File: src/rtl/if_id_stage_if.sv
// Fetch/hazard inputs and decode/perf outputs of the IF/ID stage.
// The stage itself takes the slave side; whoever drives fetch and ID/EX takes the master side.
interface if_id_stage_if #(
   parameter int DATA_W = 32,
   parameter int CNT_W  = 16
);
   logic [DATA_W-1:0] if_pc;
   logic [DATA_W-1:0] if_instr;
   logic              jump;
   logic              ext_stall;
   logic              ex_mem_read;
   logic [4:0]        ex_rd;
   logic              ex_valid;
   logic [DATA_W-1:0] id_pc;
   logic [DATA_W-1:0] id_instr;
   logic              id_valid;
   logic              stall;
   logic              id_ex_bubble;
   logic [CNT_W-1:0]  stall_cnt;
   logic [CNT_W-1:0]  flush_cnt;
   logic [CNT_W-1:0]  issue_cnt;

   modport master (
      output if_pc, if_instr, jump, ext_stall, ex_mem_read, ex_rd, ex_valid,
      input  id_pc, id_instr, id_valid, stall, id_ex_bubble,
             stall_cnt, flush_cnt, issue_cnt
   );

   modport slave (
      input  if_pc, if_instr, jump, ext_stall, ex_mem_read, ex_rd, ex_valid,
      output id_pc, id_instr, id_valid, stall, id_ex_bubble,
             stall_cnt, flush_cnt, issue_cnt
   );
endinterface

File: src/rtl/if_id_stage.sv
// IF/ID pipeline register with load-use hazard detection, jump squash and
// saturating stall/flush/issue counters for performance debug.
module if_id_stage #(
   parameter int                DATA_W    = 32,
   parameter logic [DATA_W-1:0] NOP_INSTR = 32'h0000_0000,
   parameter int                CNT_W     = 16
) (
   input  logic          clk,
   input  logic          reset,
   if_id_stage_if.slave  bus
);

   localparam logic [0:0] ST_RUN  = 1'b0;
   localparam logic [0:0] ST_HOLD = 1'b1;

   logic [0:0]        state_q, state_d;
   logic [DATA_W-1:0] id_pc_q, id_pc_d;
   logic [DATA_W-1:0] id_instr_q, id_instr_d;
   logic              id_valid_q, id_valid_d;
   logic [CNT_W-1:0]  stall_cnt_q, stall_cnt_d;
   logic [CNT_W-1:0]  flush_cnt_q, flush_cnt_d;
   logic [CNT_W-1:0]  issue_cnt_q, issue_cnt_d;

   logic [5:0] opcode;
   logic [4:0] rs, rt;
   logic       uses_rt;
   logic       hazard;
   logic       stall;
   logic       bubble;

   // Hazard looks only at registered id_instr and ex_* so fetch never sees a comb path from if_*.
   always_comb begin
      opcode  = id_instr_q[31:26];
      rs      = id_instr_q[25:21];
      rt      = id_instr_q[20:16];
      uses_rt = (opcode == 6'b000000) || (opcode[5:3] == 3'b101);
      hazard  = id_valid_q && bus.ex_valid && bus.ex_mem_read && (bus.ex_rd != 5'd0) &&
                ((bus.ex_rd == rs) || (uses_rt && (bus.ex_rd == rt)));
   end

   always_comb begin
      state_d     = state_q;
      id_pc_d     = id_pc_q;
      id_instr_d  = id_instr_q;
      id_valid_d  = id_valid_q;
      stall_cnt_d = stall_cnt_q;
      flush_cnt_d = flush_cnt_q;
      issue_cnt_d = issue_cnt_q;
      stall       = 1'b0;
      bubble      = 1'b0;
      if (bus.ext_stall) begin
         stall = 1'b1;
      end else if (bus.jump) begin
         id_pc_d     = bus.if_pc;
         id_instr_d  = NOP_INSTR;
         id_valid_d  = 1'b0;
         flush_cnt_d = (flush_cnt_q == '1) ? flush_cnt_q : flush_cnt_q + 1'b1;
         state_d     = ST_RUN;
      end else if ((state_q == ST_RUN) && hazard) begin
         // One bubble is enough: by the next cycle the load has produced its data.
         stall       = 1'b1;
         bubble      = 1'b1;
         stall_cnt_d = (stall_cnt_q == '1) ? stall_cnt_q : stall_cnt_q + 1'b1;
         state_d     = ST_HOLD;
      end else begin
         id_pc_d     = bus.if_pc;
         id_instr_d  = bus.if_instr;
         id_valid_d  = 1'b1;
         issue_cnt_d = (issue_cnt_q == '1) ? issue_cnt_q : issue_cnt_q + 1'b1;
         state_d     = ST_RUN;
      end
   end

   always_ff @(posedge clk) begin
      if (reset) begin
         state_q     <= ST_RUN;
         id_pc_q     <= '0;
         id_instr_q  <= NOP_INSTR;
         id_valid_q  <= 1'b0;
         stall_cnt_q <= '0;
         flush_cnt_q <= '0;
         issue_cnt_q <= '0;
      end else begin
         state_q     <= state_d;
         id_pc_q     <= id_pc_d;
         id_instr_q  <= id_instr_d;
         id_valid_q  <= id_valid_d;
         stall_cnt_q <= stall_cnt_d;
         flush_cnt_q <= flush_cnt_d;
         issue_cnt_q <= issue_cnt_d;
      end
   end

   assign bus.id_pc        = id_pc_q;
   assign bus.id_instr     = id_instr_q;
   assign bus.id_valid     = id_valid_q;
   assign bus.stall        = stall;
   assign bus.id_ex_bubble = bubble;
   assign bus.stall_cnt    = stall_cnt_q;
   assign bus.flush_cnt    = flush_cnt_q;
   assign bus.issue_cnt    = issue_cnt_q;

endmodule
File: src/flat_wrapper.sv
// flat-port wrapper written by rule: the top's interface ports become plain ports
module if_id_stage_flat 
#(
   parameter int                DATA_W    = 32,
   parameter logic [DATA_W-1:0] NOP_INSTR = 32'h0000_0000,
   parameter int                CNT_W     = 16
)
  (clk, reset, bus_if_pc, bus_if_instr, bus_jump, bus_ext_stall, bus_ex_mem_read, bus_ex_rd, bus_ex_valid, bus_id_pc, bus_id_instr, bus_id_valid, bus_stall, bus_id_ex_bubble, bus_stall_cnt, bus_flush_cnt, bus_issue_cnt);
  if_id_stage_if #(.DATA_W(DATA_W), .CNT_W(CNT_W)) bus_i ();
  input  logic clk;
  input  logic reset;
  input wire logic [$bits(bus_i.if_pc)-1:0] bus_if_pc;
  input wire logic [$bits(bus_i.if_instr)-1:0] bus_if_instr;
  input wire logic [$bits(bus_i.jump)-1:0] bus_jump;
  input wire logic [$bits(bus_i.ext_stall)-1:0] bus_ext_stall;
  input wire logic [$bits(bus_i.ex_mem_read)-1:0] bus_ex_mem_read;
  input wire logic [$bits(bus_i.ex_rd)-1:0] bus_ex_rd;
  input wire logic [$bits(bus_i.ex_valid)-1:0] bus_ex_valid;
  output wire logic [$bits(bus_i.id_pc)-1:0] bus_id_pc;
  output wire logic [$bits(bus_i.id_instr)-1:0] bus_id_instr;
  output wire logic [$bits(bus_i.id_valid)-1:0] bus_id_valid;
  output wire logic [$bits(bus_i.stall)-1:0] bus_stall;
  output wire logic [$bits(bus_i.id_ex_bubble)-1:0] bus_id_ex_bubble;
  output wire logic [$bits(bus_i.stall_cnt)-1:0] bus_stall_cnt;
  output wire logic [$bits(bus_i.flush_cnt)-1:0] bus_flush_cnt;
  output wire logic [$bits(bus_i.issue_cnt)-1:0] bus_issue_cnt;
  assign bus_i.if_pc = bus_if_pc;
  assign bus_i.if_instr = bus_if_instr;
  assign bus_i.jump = bus_jump;
  assign bus_i.ext_stall = bus_ext_stall;
  assign bus_i.ex_mem_read = bus_ex_mem_read;
  assign bus_i.ex_rd = bus_ex_rd;
  assign bus_i.ex_valid = bus_ex_valid;
  assign bus_id_pc = bus_i.id_pc;
  assign bus_id_instr = bus_i.id_instr;
  assign bus_id_valid = bus_i.id_valid;
  assign bus_stall = bus_i.stall;
  assign bus_id_ex_bubble = bus_i.id_ex_bubble;
  assign bus_stall_cnt = bus_i.stall_cnt;
  assign bus_flush_cnt = bus_i.flush_cnt;
  assign bus_issue_cnt = bus_i.issue_cnt;
  if_id_stage #(.DATA_W(DATA_W), .NOP_INSTR(NOP_INSTR), .CNT_W(CNT_W)) u_core (.clk(clk), .reset(reset), .bus(bus_i));
endmodule
File: config.mk
export PLATFORM = sky130hd
export DESIGN_NAME = if_id_stage_flat
export DESIGN_NICKNAME = d
export VERILOG_FILES = /design/src/rtl/if_id_stage_if.sv /design/src/rtl/if_id_stage.sv /design/src/flat_wrapper.sv
export SDC_FILE = /design/constraint.sdc
export NUM_CORES = 1
export LEC_CHECK = 0
export CAP_MARGIN = 10
export CORE_MARGIN = 2
export CORE_UTILIZATION = 47
export DETAILED_ROUTE_END_ITERATION = 10
export PLACE_DENSITY = 0.95
export SKIP_LAST_GASP = 1
export SLEW_MARGIN = 10
export SYNTH_ARGS = -nofsm -noshare
export SYNTH_HDL_FRONTEND = slang
export SYNTH_SLANG_ARGS = --single-unit
File: constraint.sdc
create_clock -name clk -period 3.4 [get_ports clk]
set_input_delay 0.68 -clock clk [delete_from_list [all_inputs] [get_ports clk]]
set_output_delay 0.68 -clock clk [all_outputs]
set_load 0.005 [all_outputs]
==> results.tsv, run 1 <==
metric	value	unit
period_minus_slack	3281	ps
worstPathArrival	2600	ps
ys_types	42	
hold_start	u_core.state_q	
timing.fmax	304.8	MHz
drtIter0Drc	236	
ctsLongestPathBuffers	2	
drc	0	
grt_max_degree	47	
firstDrtPassIters	4	
cp-start-kind	primary input	
dpl_cell_area	6679	µm²
seq_area_frac_synth	48.60	%
synth_edf_count	0	
die_w	104.0	µm
cp_top_family	buffers and inverters	
start_util	48.26	%
status	finished, final reports clean	
path_class	in -> out	
syn_inst	483	
worstHoldEndpoint	u_core.state_q	
grt_usage	24.54	%
synthesis.nets	561	
drtAntennaViolNets	0	
critPathRequiredTime	2720	ps
syn-cell-area	4696	µm²
clock_skew	13.66	ps
core-area	9729	µm²
grt_setup_unrepaired	no	
final_common_cell	clkdlybuf4s50_1	
max-vdd-ir-drop	450.0	µV
fin_crit_sh	96.49	%
vias	4485	
r2r_start	u_core.bus.stall_cnt[0]	
power_density	475.0	nW/µm²
final.fill_count	668	
final_cell_mix	clkdlybuf4s50_1, dfxtp_1, nor2_1, mux2i_1, a22o_1	
crit_chain	clkdlybuf4s50_1 -> xnor2_1 -> nand4_1 -> o22ai_4 -> buf_4 -> a31oi_4 -> inv_1 -> clkdlybuf4s50_1	
clk_pin_slew	60	ps
htree_levels	4	
p_leak	2.741	nW
cts_tree	built	
via_per_inst	5.456	
regToRegEndpoint	u_core.bus.stall_cnt[9]	
rows	36	
yosysTopAreaCellShare	48.60	%
gp_congestion	0.8934	
synth_area_leaders	dfxtp_1, mux2i_1, a22o_1, nor2_1, xor2_1	
reg2reg_depth	7	
worst_slew_pin_slew	853.4	ps
whs	456.0	ps
portBuffers	189	
multiInputGateArea	2261	µm²
grt_pass1_wl	21910	µm
antenna_found_initial	0	
whs_path_depth	2	
worst_slack	119.3	ps
clk_latency	490	ps
critPathMaxStageDelay	550	ps
gr-total-overflow	0	
synthArstFlopShare	0	%
setup_viol	0	
areaGrowthSynthToFinish	55.34	%
preCtsSetupSlack	47.68	ps
cts_root_buffer	clkbuf_8	
fin_setup_tns	0	ps
drv_cap	0	
ys_seq_elements	114	
hold_violations	0	
io_pins	190	
wl	13640	µm
drt-wirelength-per-cell	16.59	µm
crit_path_max_fanout	3	
r2r_slack	930	ps
dp_hpwl	9814	µm
drv_slew	0	
grt_pass1_vias	4441	
fp.dieH	104.0	µm
fin_nets	754	
syn_area_per_cell	9.722	µm²
cp-end-kind	primary output	
crit_slowest_cell	clkdlybuf4s50_1	
hold_path_class	reg -> reg	
cts_inserted_buffers	17	
fin_area	7295	µm²
slew-limit-headroom	43.10	%
die-area	10810	µm²
synth_flop_cell	dfxtp_1	
regArea	2282	µm²
cp.buffers_inverters	4	
path_common_cell	clkdlybuf4s50_1	
drive_above_1_share	8.273	%
num_antenna_cells	0	
yosysTopAreaCell	dfxtp_1	
yosysWarnings	0	
clock-sinks	114	
routing by layer:
layer	wire length, µm	GRT usage, %	vias up
li1	-	-	2143
met5	0	0	-
met3	978	7.268	22
met4	206	7.336	0
met2	7070	43.75	206
met1	5385	28.32	2114
worst min-delay path: stages (launching register included):
cell and delay, ps:
dfxtp_1 300, nand2_1 50, a21oi_1 50
how the worst max path moves through the flow:
stage	startpoint	end	cells after the start
after floorplan	bus_ex_rd[0]	bus_id_ex_bubble	9
after global placement	bus_ex_rd[0]	bus_id_ex_bubble	8
after CTS	bus_ex_rd[0]	bus_id_ex_bubble	8
after detailed placement	bus_ex_rd[0]	bus_id_ex_bubble	8
final	bus_ex_rd[2]	bus_stall	8
after global routing	bus_ex_rd[2]	bus_id_ex_bubble	8
cell families after synthesis:
kind of cell	synth area share, %
compound gates	12.84
flops	48.60
fa+ha+maj	0.7994
xor+xnor	5.595
mux	8.233
simple gates	20.22
buf+inv	3.704
report_power, final:
part / leakage, nW / switching (mW) / internal (mW) / total [mW]
Combinational: 1.53 / 0.118 / 0.197 / 0.314
Clock: 0.278 / 0.649 / 1.09 / 1.74
Sequential: 0.929 / 0.0310 / 1.38 / 1.41
repair_timing:
item                                   CTS  global route
setup buffers                            0             1
setup endpoints to repair                0             1
hold buffers                             0             0
endpoints found under the hold margin    0             0
resized for setup                        0             4
flip-flops by register name (all words and copies together) (netlist names):
register and flops:
u_core.bus.flush_cnt 16, u_core.bus.id_instr 32, u_core.bus.id_pc 32, u_core.bus.id_valid 1
u_core.bus.issue_cnt 16, u_core.bus.stall_cnt 16, u_core.state_q 1
synthesized netlist by cell type, types with 3 or more instances:
| library cell | count |
|---|---|
| a21oi_1 | 24 |
| a22o_1 | 32 |
| and3_1 | 8 |
| and4_1 | 4 |
| buf_2 | 4 |
| buf_4 | 8 |
| buf_6 | 3 |
| clkbuf_1 | 9 |
| dfxtp_1 | 114 |
| ha_1 | 3 |
| inv_1 | 6 |
| mux2_2 | 5 |
| mux2i_1 | 33 |
| nand2_1 | 22 |
| nand3_1 | 25 |
| nand4_1 | 13 |
| nor2_1 | 65 |
| nor2b_1 | 6 |
| nor3_1 | 5 |
| nor4_1 | 5 |
| o21ai_0 | 7 |
| o31ai_1 | 14 |
| or3_1 | 5 |
| or4_1 | 16 |
| xnor2_1 | 14 |
| xor2_1 | 16 |
area by class of cell:
class / instances / area share (%)
clock buffer: 19 / 6.055
clock inverter: 13 / 2.075
inverter: 6 / 0.3087
multi-input combinational: 338 / 30.99
sequential: 114 / 31.29
tap: 133 / 2.281
timing repair buffer: 199 / 27.00
through the flow:
step | total power [mW] | instances | utilization [%]
after global placement | 1.735 | 789 | 68.65
final | 3.465 | 822 | 74.97
after floorplan | 1.547 | 483 | -
after detailed placement | 1.749 | 789 | 68.65
after CTS | 3.485 | 821 | 74.74
after global routing | 3.574 | 822 | 74.97
Power figures use the tool's default switching activity.
==> run 2: changes to the inputs <==
SKIP_LAST_GASP = default   (was 1)
==> results of run 2 <==
Final layout, timing and power as in run 1 (identical DEF).
==> run 3: changes to the inputs <==
CORE_ASPECT_RATIO = 1.75   (was default)
==> results.tsv, run 3 (synthesis results as in run 1) <==
metric	value	unit	change
whs_path_depth	2		unchanged
grt_max_degree	59		+26%
hold_path_class	reg -> reg		
cp-start-kind	primary input		
drv_slew	0		unchanged
cts_inserted_buffers	17		unchanged
fin_nets	754		unchanged
vias	4594		+2.4%
ctsLongestPathBuffers	2		unchanged
drc	0		unchanged
clk_latency	410	ps	-80 ps
drive_above_1_share	8.273	%	unchanged
period_minus_slack	3309	ps	+27.88 ps
dpl_cell_area	6669	µm²	-0.15%
reg2reg_depth	7		unchanged
drt-wirelength-per-cell	17.70	µm	+6.7%
postCtsHoldBufs	0		unchanged
cts_tree	built		
path_class	in -> out		
wl	14410	µm	+5.6%
clock_skew	6.649	ps	-7.010 ps
final_cell_mix	clkdlybuf4s50_1, dfxtp_1, nor2_1, mux2i_1, a22o_1		
fin_setup_tns	0	ps	unchanged
rows	48		+33%
slew-limit-headroom	52.53	%	+9.4 points
gr-total-overflow	0		unchanged
drtIter0Drc	237		+0.42%
timing.fmax	302.2	MHz	-0.84%
grt_pass1_vias	4590		+3.4%
crit_path_max_fanout	3		unchanged
worst_slew_pin_slew	706.7	ps	-146.8 ps
clk_pin_slew	50	ps	about the same
hold_violations	0		unchanged
fp.dieH	136.2	µm	+31%
critPathRequiredTime	2720	ps	about the same
worstHoldEndpoint	u_core.state_q		
start_util	47.97	%	-0.30 points
worstPathArrival	2630	ps	+30 ps
grt_setup_unrepaired	no		
max-vdd-ir-drop	380.4	µV	-15%
htree_levels	4		unchanged
num_antenna_cells	0		unchanged
die_w	79.56	µm	-23%
regToRegEndpoint	u_core.bus.stall_cnt[9]		
fin_crit_sh	97.31	%	+0.82 points
fin_area	7227	µm²	-0.93%
grt_usage	26.28	%	+1.7 points
hold_start	u_core.state_q		
power_density	459.9	nW/µm²	-3.2%
gp_congestion	0.8519		-4.6%
whs	474.5	ps	+18.45 ps
via_per_inst	5.644		+3.4%
r2r_start	u_core.bus.stall_cnt[0]		
firstDrtPassIters	6		+2
grt_pass1_wl	22250	µm	+1.5%
r2r_slack	800	ps	-130 ps
drv_cap	0		unchanged
cp-end-kind	primary output		
antenna_found_initial	0		unchanged
dp_hpwl	9956	µm	+1.5%
io_pins	190		unchanged
drtAntennaViolNets	0		unchanged
cts_root_buffer	clkbuf_16		
clock-sinks	114		unchanged
core-area	9789	µm²	+0.62%
areaGrowthSynthToFinish	53.90	%	
die-area	10840	µm²	+0.29%
setup_viol	0		unchanged
status	finished, final reports clean		
p_leak	2.689	nW	-1.9%
portBuffers	189		unchanged
final_common_cell	clkdlybuf4s50_1		
-- run 3: final cells by class --
type | count | area (µm²)
clock inverter | 15 | 115.1
tap | 125 | 156.4
clock buffer | 17 | 425.4
inverter | 6 | 22.52
sequential | 114 | 2282
fill | 666 | 2562
timing repair buffer | 199 | 1964
multi-input combinational | 338 | 2261
-- run 3: worst max-delay path: stages --
cell and delay [ps]:
clkdlybuf4s50_1 550, xnor2_1 160, nand4_1 190, o22ai_4 220
and2_1 200, nand2_1 80, inv_1 50, clkdlybuf4s50_1 490
-- run 3: what timing repair did --
item                                   in CTS  in global routing
pin swaps                                   0                  2
gates cloned                                0                  0
setup endpoints to repair                   1                  1
endpoints found under the hold margin       0                  0
setup buffers                               0                  1
resized for setup                           1                  1
-- run 3: power by group --
group	switching, mW	internal (mW)
sequential	0.0299	1.38
clock	0.668	0.932
combinational	0.119	0.197
total	0.817	2.51
-- run 3: per-layer routing --
metal	vias to the layer above	GRT usage, %	wire (µm)
met1	2164	25.79	4890
li1	2140	-	-
met4	0	14.37	586
met3	51	6.773	1046
met2	239	48.79	7884
met5	-	0	0
-- run 3: per-stage QoR --
step	setup WS (ps)	total power [mW]	instances	utilization [%]
floorplan	794.1	1.547	483	-
global placement	131.4	1.735	781	68.12
detailed placement	97.62	1.748	781	68.12
CTS	6.875	3.345	813	73.72
global route	15.59	3.426	814	73.82
finish	91.41	3.324	814	73.82
-- run 3: worst max-delay path by stage --
stage,endpoint,from,slack (ps)
2_1_floorplan,bus_id_ex_bubble,bus_ex_rd[0],790
3_3_place_gp,bus_id_ex_bubble,bus_ex_rd[0],130
3_5_place_dp,bus_id_ex_bubble,bus_ex_rd[0],100
4_1_cts,bus_id_ex_bubble,bus_ex_rd[2],7
5_1_grt,bus_id_ex_bubble,bus_ex_rd[1],20
6_report,bus_id_ex_bubble,bus_ex_rd[4],90
